<file path="config.mk">
export PLATFORM = sky130hd
export DESIGN_NAME = bp_fe_instr_queue
export DESIGN_NICKNAME = d
export VERILOG_FILES = /design/src/rtl/bp_fe_instr_queue_pkg.sv /design/src/rtl/bp_fe_instr_queue_ptr.sv /design/src/rtl/bp_fe_instr_queue.sv
export SDC_FILE = /design/constraint.sdc
export NUM_CORES = 1
export LEC_CHECK = 0
export ABC_AREA = 1
export CORE_MARGIN = 2
export CORE_UTILIZATION = 45
export DETAILED_ROUTE_END_ITERATION = 7
export PLACE_DENSITY = 0.7
export SETUP_SLACK_MARGIN = 0.3
export SLEW_MARGIN = 20
export SYNTH_ARGS = -nofsm -noshare
export SYNTH_HDL_FRONTEND = slang
export SYNTH_HIERARCHICAL = 1
export SYNTH_SLANG_ARGS = --single-unit
</file>
<file path="constraint.sdc">
create_clock -name clk_i -period 7.45 [get_ports clk_i]
set_input_delay 2.235 -clock clk_i [delete_from_list [all_inputs] [get_ports clk_i]]
set_output_delay 2.235 -clock clk_i [all_outputs]
set_load 0.05 [all_outputs]
</file>
<file path="src/rtl/bp_fe_instr_queue_pkg.sv">
// Shared types and constants for the FE instruction queue.
package bp_fe_instr_queue_pkg;

    localparam int vaddr_width_p  = 39;
    localparam int instr_width_gp = 32;
    localparam int fetch_ptr_gp   = 2;

    // One assembled fetch as stored in the queue.
    typedef struct packed {
        logic [vaddr_width_p-1:0]  pc;
        logic [instr_width_gp-1:0] instr;
        logic [fetch_ptr_gp-1:0]   count;
        logic                      partial;
    } bp_fe_instr_queue_entry_s;

    // RVC encodings never have both low opcode bits set.
    function automatic logic is_compressed(input logic [instr_width_gp-1:0] instr);
        return ~&instr[1:0];
    endfunction

endpackage

</file>
<file path="src/rtl/bp_fe_instr_queue_ptr.sv">
// Wrapping queue pointer with synchronous clear; used for both read and write sides.
module bp_fe_instr_queue_ptr #(
    parameter int els_p = 4,
    localparam int ptr_w = $clog2(els_p)
) (
    input  logic             clk_i,
    input  logic             reset_i,
    input  logic             clear_i,
    input  logic             inc_i,
    output logic [ptr_w-1:0] ptr_o
);

    logic [ptr_w-1:0] ptr_reg;

    // Depth is a power of two, so natural overflow gives the modulo wrap.
    always_ff @(posedge clk_i) begin
        if (reset_i || clear_i) begin
            ptr_reg <= '0;
        end else if (inc_i) begin
            ptr_reg <= ptr_reg + ptr_w'(1);
        end
    end

    assign ptr_o = ptr_reg;

endmodule

</file>
<file path="src/rtl/bp_fe_instr_queue.sv">
// Decoupling FIFO between the fetch realigner and instruction issue.
module bp_fe_instr_queue
    import bp_fe_instr_queue_pkg::*;
#(
    parameter int els_p = 4,
    localparam int ptr_w = $clog2(els_p),
    localparam int cnt_w = $clog2(els_p + 1)
) (
    input  logic                      clk_i,
    input  logic                      reset_i,
    input  logic                      redirect_v_i,
    input  logic                      fetch_instr_v_i,
    input  logic [vaddr_width_p-1:0]  fetch_pc_i,
    input  logic [instr_width_gp-1:0] fetch_instr_i,
    input  logic [fetch_ptr_gp-1:0]   fetch_count_i,
    input  logic                      fetch_partial_i,
    output logic                      fetch_ready_then_o,
    output logic                      issue_v_o,
    output logic [vaddr_width_p-1:0]  issue_pc_o,
    output logic [instr_width_gp-1:0] issue_instr_o,
    output logic                      issue_compressed_o,
    output logic                      issue_partial_o,
    output logic [fetch_ptr_gp-1:0]   issue_count_o,
    input  logic                      issue_yumi_i,
    output logic [cnt_w-1:0]          occupancy_o
);

    logic                     enq;
    logic                     deq;
    logic                     full;
    logic                     empty;
    logic                     flush;
    logic [cnt_w-1:0]         cnt_reg;
    logic [cnt_w-1:0]         cnt_next;
    logic [1:0]               ptr_inc;
    logic [ptr_w-1:0]         ptr_val [2];
    logic [ptr_w-1:0]         rptr;
    logic [ptr_w-1:0]         wptr;
    bp_fe_instr_queue_entry_s wr_entry;
    bp_fe_instr_queue_entry_s head;
    bp_fe_instr_queue_entry_s mem [els_p];

    // A redirect discards everything, including anything arriving this cycle.
    assign flush = redirect_v_i;
    assign enq   = fetch_instr_v_i & ~redirect_v_i;
    assign deq   = issue_yumi_i & ~redirect_v_i;

    assign full  = (cnt_reg == cnt_w'(els_p));
    assign empty = (cnt_reg == '0);

    // Index 0 is the read pointer, index 1 the write pointer.
    assign ptr_inc = {enq, deq};

    genvar gi;
    generate
        for (gi = 0; gi < 2; gi++) begin : g_ptr
            bp_fe_instr_queue_ptr #(.els_p(els_p)) u_ptr (
                .clk_i   (clk_i),
                .reset_i (reset_i),
                .clear_i (flush),
                .inc_i   (ptr_inc[gi]),
                .ptr_o   (ptr_val[gi])
            );
        end
    endgenerate

    assign rptr = ptr_val[0];
    assign wptr = ptr_val[1];

    // Occupancy moves by +1/-1/0 depending on which sides are active.
    always_comb begin
        cnt_next = cnt_reg;
        case ({enq, deq})
            2'b10:   cnt_next = cnt_reg + cnt_w'(1);
            2'b01:   cnt_next = cnt_reg - cnt_w'(1);
            default: cnt_next = cnt_reg;
        endcase
    end

    // Occupancy register; cleared together with the pointers.
    always_ff @(posedge clk_i) begin
        if (reset_i || flush) begin
            cnt_reg <= '0;
        end else begin
            cnt_reg <= cnt_next;
        end
    end

    assign wr_entry = '{pc: fetch_pc_i, instr: fetch_instr_i,
                        count: fetch_count_i, partial: fetch_partial_i};

    // Payload storage; not reset, only written on an accepted enqueue.
    always_ff @(posedge clk_i) begin
        if (enq) begin
            mem[wptr] <= wr_entry;
        end
    end

    // Head is read straight out of storage so issue sees it the cycle after the write.
    assign head = mem[rptr];

    assign fetch_ready_then_o = ~full;
    assign issue_v_o          = ~empty;
    assign issue_pc_o         = head.pc;
    assign issue_compressed_o = is_compressed(head.instr);
    assign issue_instr_o      = issue_compressed_o ? {16'h0000, head.instr[15:0]} : head.instr;
    assign issue_partial_o    = head.partial;
    assign issue_count_o      = head.count;
    assign occupancy_o        = cnt_reg;

    // Producer must respect ready; consumer must respect valid.
    a_no_enq_full: assert property (@(posedge clk_i) disable iff (reset_i)
        !(fetch_instr_v_i && !redirect_v_i && full));
    a_no_yumi_empty: assert property (@(posedge clk_i) disable iff (reset_i)
        !(issue_yumi_i && !redirect_v_i && empty));

endmodule
</file>
# --- Word-level counts from Yosys, hierarchy flattened ---
# Memories as Yosys holds them, arrays and structs flattened. A register that Yosys moved wholly into a read port is not among the register bits.
# Cells that the tools add are included.
op_classes:
  add_sub_neg: 4
  n_eq_ne: 3
  mux: 6
  n_bitwise: 5
  reduce_logical: 5
ops:
  columns: ["operator", "n"]
  rows:
  - ["$mux W32", 1]
  - ["$pmux W3 S2", 1]
  - ["$add A2 B1 Y2 const B", 2]
  - ["$mux W2", 2]
  - ["$add A3 B1 Y3 const B", 1]
  - ["$eq A3 B3 Y1 const B", 1]
  - ["$logic_not A3 Y1", 1]
  - ["$not A1 Y1", 3]
  - ["$sub A3 B1 Y3 const B", 1]
  - ["$and A1 B1 Y1", 2]
  - ["$eq A2 B1 Y1 const B", 1]
  - ["$eq A2 B2 Y1 const B", 1]
  - ["$mux W1", 2]
  - ["$reduce_and A2 Y1", 1]
  - ["$reduce_bool A2 Y1", 1]
  - ["$logic_not A1 Y1", 1]
  - ["$logic_or A1 B1 Y1", 1]
word_totals:
  regBits: 7
  mem_bits_rw: 296
  in_bits: 79
  word_cells: 27
  n_memories: 1
memory_table:
  columns: ["name", "depth", "width", "rd", "rd_ports_with_merged_regs", "wr", "line", "rtl"]
  rows:
  - ["mem", 4, 74, 1, 1, 1, "bp_fe_instr_queue.sv:41", "bp_fe_instr_queue_entry_s mem [els_p];"]

# --- Logic depth before layout (Yosys ltp) ---
depth:
  word_depth: 4
  depth_mapped: 11

# --- Modules after synthesis ---
# The synthesis kept the hierarchy.
by_module_without_submodules:
  columns: ["mod", "n_inst", "cells_per_inst", "area_each_um2", "seq_area_each_um2"]
  rows:
  - ["bp_fe_instr_queue", 1, 895, 11747.5, 8948.6]
  - ["bp_fe_instr_queue_ptr", 2, 14, 97.6, 40.0]

# --- Worst setup path before layout ---
# OpenSTA, ideal clock, no wires.
synth_path:
  path_type: "input to register"
  startpoint: "in redirect_v_i"
  endpoint: "mem mem[1][0] in the netlist's numbering (enable)"
  setup_ns: 0.598
  arrival_ns: 7.401
  required_ns: 6.852
  path_slack_ns: -0.549
  stages: 3
  path_buffers: 0
  path_cell_list: "inv_2 -> nand2_1 -> nor3_1"
synth_via:
  elab_chain_len: 4
synth_lines:
  columns: ["element", "line", "rtl"]
  rows:
  - ["from (decl)", "bp_fe_instr_queue.sv:11", "input logic redirect_v_i,"]
  - ["$not A1 Y1", "bp_fe_instr_queue.sv:45", "assign enq = fetch_instr_v_i & ~redirect_v_i;"]
  - ["$and A1 B1 Y1", "bp_fe_instr_queue.sv:45", null]
  - ["$mux W1", "bp_fe_instr_queue.sv:94", "if (enq) begin"]
  - ["$mux W1 (implied by the code)", "bp_fe_instr_queue.sv:95", "mem[wptr] <= wr_entry;"]
  - ["to (decl)", "bp_fe_instr_queue.sv:41", null]
# Every way passes these cells.

==> metrics.log <==
INFO  metric power.share.combinational = 0.085
INFO  metric drc_errors = 0
INFO  metric worstReg2RegStart = g_ptr[1].u_ptr/ptr_o[0]$_SDFFE_PP0P_
INFO  metric design.portCount = around 160
INFO  metric drt_iter0_markers = between 500 and 600
INFO  metric dp.final_hpwl = approximately 13000 um
INFO  metric worst_setup_path_start_kind = flip-flop
INFO  metric report.final.hold_viol_count = 0
INFO  metric finish.net_count = approximately 1200
INFO  metric via_count = about 7300
INFO  metric hold_path.startpoint = occupancy_o[0]$_SDFFE_PP0P_
INFO  metric yosys_warnings = 6
INFO  metric power_density = around 250 nW/um^2
INFO  metric whs_endpoint = occupancy_o[0]$_SDFFE_PP0P_
INFO  metric min_path_type = flip-flop to flip-flop
INFO  metric port_buffers = 158
INFO  metric cellInternalPower = 2.862 mW
INFO  metric synthArstFlopShare = 0
INFO  metric vdd.ir_drop.worst = slightly below 200 uV
INFO  metric setup_viol = 0
INFO  metric syn_avg_cell_area = 12.94 um^2
INFO  metric synth.net_count = 1004
INFO  metric cts_tree = built
INFO  metric timing.setup.critical_path_class = flip-flop to output pin
INFO  metric switching_share = 0.2154
INFO  metric routabilityCongestion = around 0.73
INFO  metric min_delay_path_depth = 2
INFO  metric worst_hold_slack = ~0.53 ns
INFO  metric synthesis.area = about 12000 um^2
INFO  metric reg2reg_slack = roughly 5.7 ns
INFO  metric grt_overflow = 0
INFO  metric crit_path_max_fanout = 95
INFO  metric num-fill-cells = around 2100
INFO  metric start_util = 0.4583
INFO  metric crit_required = roughly 5.2 ns
INFO  metric cts_h_tree_lvls = 1
INFO  metric clockRootBuffer = sky130_fd_sc_hd__clkbuf_16
INFO  metric p_leak = approximately 5.3 nW
INFO  metric final_max_slew_viol_count = 0
INFO  metric finalWirelength = between 20000 and 25000 um
INFO  metric post_cts_buffers = 0
INFO  metric first_global_vias = just over 7000
INFO  metric number_of_antenna_violations_at_the_first_check_in_global_routing = 2
INFO  metric crit_chain = inv_4 -> buf_4 -> o21ai_0 -> o22ai_1 -> clkdlybuf4s50_1
INFO  metric yosys_most_used_dff = sky130_fd_sc_hd__edfxtp_1
INFO  metric synth_seq_area_share = 0.7560
INFO  metric die-area = 27860 um^2
INFO  metric cts_resized = 0
INFO  metric critical_path_arrival = ~3.8 ns
INFO  metric core-area = 26060 um^2
INFO  metric synthesis.instances = 923
INFO  metric global_route.usage.total = 0.1709
INFO  metric p_total = ~3.6 mW
INFO  metric cts.hold.buffers_added = 0
INFO  metric status = completed
INFO  metric critPathSlowestCell = sky130_fd_sc_hd__clkdlybuf4s50_1
INFO  metric tightest_slew = about 1 ns
INFO  metric drt-wirelength-per-cell = about 17 um
INFO  metric std_cell_rows = between 50 and 60
INFO  metric crit_path_end_kind = output pin
INFO  metric grt_pass1_wl = roughly 38000 um
INFO  metric ys_seq_elements = between 300 and 400
INFO  metric final.min_clock_period = around 6 ns
INFO  metric cts_sink_count = 303
INFO  metric layout_worst_path_cycle_share = 0.8032
INFO  metric worst_path_largest_cell_delay = around 0.86 ns
INFO  metric part_of_the_total_power_dissipated_in_sequential_elements = 0.523
INFO  metric largest_net_degree_at_the_start_of_global_routing = between 90 and 100
INFO  metric power_frac_clock = 0.392
INFO  metric max_cap_viol_count = 0
INFO  metric critical_path.top_delay_family = buffers and inverters
INFO  metric die_y = between 150 and 200 um
INFO  metric number_of_buffers_inserted_during_clock_tree_synthesis = 30
INFO  metric synth.distinct_cells = 26
INFO  metric fraction_of_final_layout_cells_with_drive_strength_greater_than_1 = 0.09215
INFO  metric timing.slew.headroom = 0.3327
INFO  metric worstRegToRegCells = 3
INFO  metric path_clk_slew = around 0.06 ns
INFO  metric syn2layout_area_growth = 23.33%
INFO  metric cts_max_path_buffers = 3
INFO  metric cp_num_buf_inv = 3
INFO  metric firstDrtPassIters = 5
INFO  metric clock_skew = 0.008913 ns
INFO  metric synth_enable_flop_cells = slightly below 300
INFO  metric clk-insertion-delay-late = roughly 0.54 ns
INFO  metric maxClockFrequency = between 150 and 200 MHz
INFO  metric dieWidth = between 150 and 200 um
INFO  metric ant_nets = 0
INFO  metric p_sw = 785.7 uW
INFO  metric vias_per_cell = approximately 5
INFO  metric crit-reg2reg-capture = mem[3][70]$_DFFE_PP_
INFO  metric rsz0062_at_grt = no
## synth_stat cells, drive strengths merged (4+ instances only)
cell type / instances / area share
edfxtp: 296 / 0.74
nor2: 137 / 0.050
o21ai: 114 / 0.048
inv: 108 / 0.034
nand2: 104 / 0.035
o22ai: 56 / 0.029
nand3: 41 / 0.018
clkbuf: 25 / 0.0079
buf: 24 / 0.015
dfxtp: 7 / 0.012
a21oi: 4 / 0.0017
nor3: 4 / 0.0017
## sequential cells by signal, indices dropped and copies added (netlist names)
register           count
g_ptr.u_ptr/ptr_o      4
mem                  296
occupancy_o            3
## layer usage
metal,vias up,part of all wire,GRT usage
met5,-,0,0
met4,0,0.017,0.04423
met3,39,0.070,0.03826
met2,232,0.49,0.2933
met1,3463,0.43,0.2210
li1,3533,-,-
## power by group through the flow
stage / logic [mW] / clock network, mW / registers (mW)
after detailed placement: 0.312 / 0 / 1.94
after global placement: 0.309 / 0 / 1.94
final: 0.310 / 1.43 / 1.91
after floorplan: 0.180 / 0 / 1.95
after global routing: 0.331 / 1.53 / 1.91
after CTS: 0.313 / 1.46 / 1.91
## worst max-delay path by stage
stage	startpoint	endpoint	slack (ns)	cells past startpoint
6_report	g_ptr[0].u_ptr/ptr_o[0]$_SDFFE_PP0P_	issue_pc_o[2]	1.47	5
5_1_grt	g_ptr[0].u_ptr/ptr_o[0]$_SDFFE_PP0P_	issue_pc_o[1]	1.13	5
4_1_cts	g_ptr[0].u_ptr/ptr_o[0]$_SDFFE_PP0P_	issue_instr_o[10]	1.40	5
3_5_place_dp	g_ptr[0].u_ptr/ptr_o[0]$_SDFFE_PP0P_	issue_pc_o[15]	1.98	5
3_3_place_gp	g_ptr[0].u_ptr/ptr_o[0]$_SDFFE_PP0P_	issue_pc_o[15]	2.02	5
2_1_floorplan	redirect_v_i	mem[1][0]$_DFFE_PP_	-0.55	3
## layout make-up
class | count | area, um^2 | share of cell area
Antenna cell | 2 | 5.005 | 0.0003398
Tap cell | 335 | 419.2 | 0.02846
Clock buffer | 45 | 858.3 | 0.05827
Sequential cell | 303 | 9034 | 0.6133
Multi-Input combinational cell | 463 | 2252 | 0.1529
Timing Repair Buffer | 170 | 1672 | 0.1135
Clock inverter | 7 | 81.33 | 0.005522
Inverter | 108 | 407.9 | 0.02769
## logic make-up after synthesis
logic type / count (synthesis) / share of synthesized area
AO/OA/AOI/OAI: 174 / 0.07879
buffers and inverters: 157 / 0.05710
flip-flops: 303 / 0.7560
AND/OR/NAND/NOR: 287 / 0.1054
adder cells (fa/ha/maj): 2 / 0.002724
## layout by cell type, fill, tap and decap left out, types with 2 or more instances in the layout
cell,count
sky130_fd_sc_hd__edfxtp_1,296
sky130_fd_sc_hd__clkdlybuf4s50_1,158
sky130_fd_sc_hd__nor2_1,124
sky130_fd_sc_hd__o21ai_0,108
sky130_fd_sc_hd__nand2_1,101
sky130_fd_sc_hd__inv_1,80
sky130_fd_sc_hd__o22ai_1,56
sky130_fd_sc_hd__nand3_1,40
sky130_fd_sc_hd__clkbuf_16,31
sky130_fd_sc_hd__inv_2,27
sky130_fd_sc_hd__buf_4,12
sky130_fd_sc_hd__nor2_4,11
sky130_fd_sc_hd__clkbuf_1,11
sky130_fd_sc_hd__o21ai_1,6
sky130_fd_sc_hd__dfxtp_1,5
sky130_fd_sc_hd__nor3_2,4
sky130_fd_sc_hd__a21oi_1,4
sky130_fd_sc_hd__nand2_4,3
sky130_fd_sc_hd__clkinv_1,3
sky130_fd_sc_hd__clkbuf_8,3
sky130_fd_sc_hd__diode_2,2
sky130_fd_sc_hd__clkinv_2,2
sky130_fd_sc_hd__bufinv_16,2
sky130_fd_sc_hd__nor2_2,2
## through the flow
| step | cell area [um^2] | TNS [ns] | utilization | worst slack (ns) | std cells |
|---|---|---|---|---|---|
| 6_report | 14730 | 0 | 0.5652 | 1.466 | 1433 |
| 3_3_place_gp | 13780 | 0 | 0.5290 | 2.023 | 1379 |
| 5_1_grt | 14720 | 0 | 0.5650 | 1.127 | 1431 |
| 4_1_cts | 14720 | 0 | 0.5650 | 1.395 | 1431 |
| 3_5_place_dp | 13780 | 0 | 0.5290 | 1.977 | 1379 |
| 2_1_floorplan | 11940 | -162.48 | - | -0.5492 | 923 |
## worst min-delay path, cell delays in order, from the launching register on
cell and delay, ns:
sky130_fd_sc_hd__dfxtp_1 0.31, sky130_fd_sc_hd__inv_2 0.10, sky130_fd_sc_hd__a21oi_1 0.07
No activity file was read; power rests on OpenSTA's default activity.
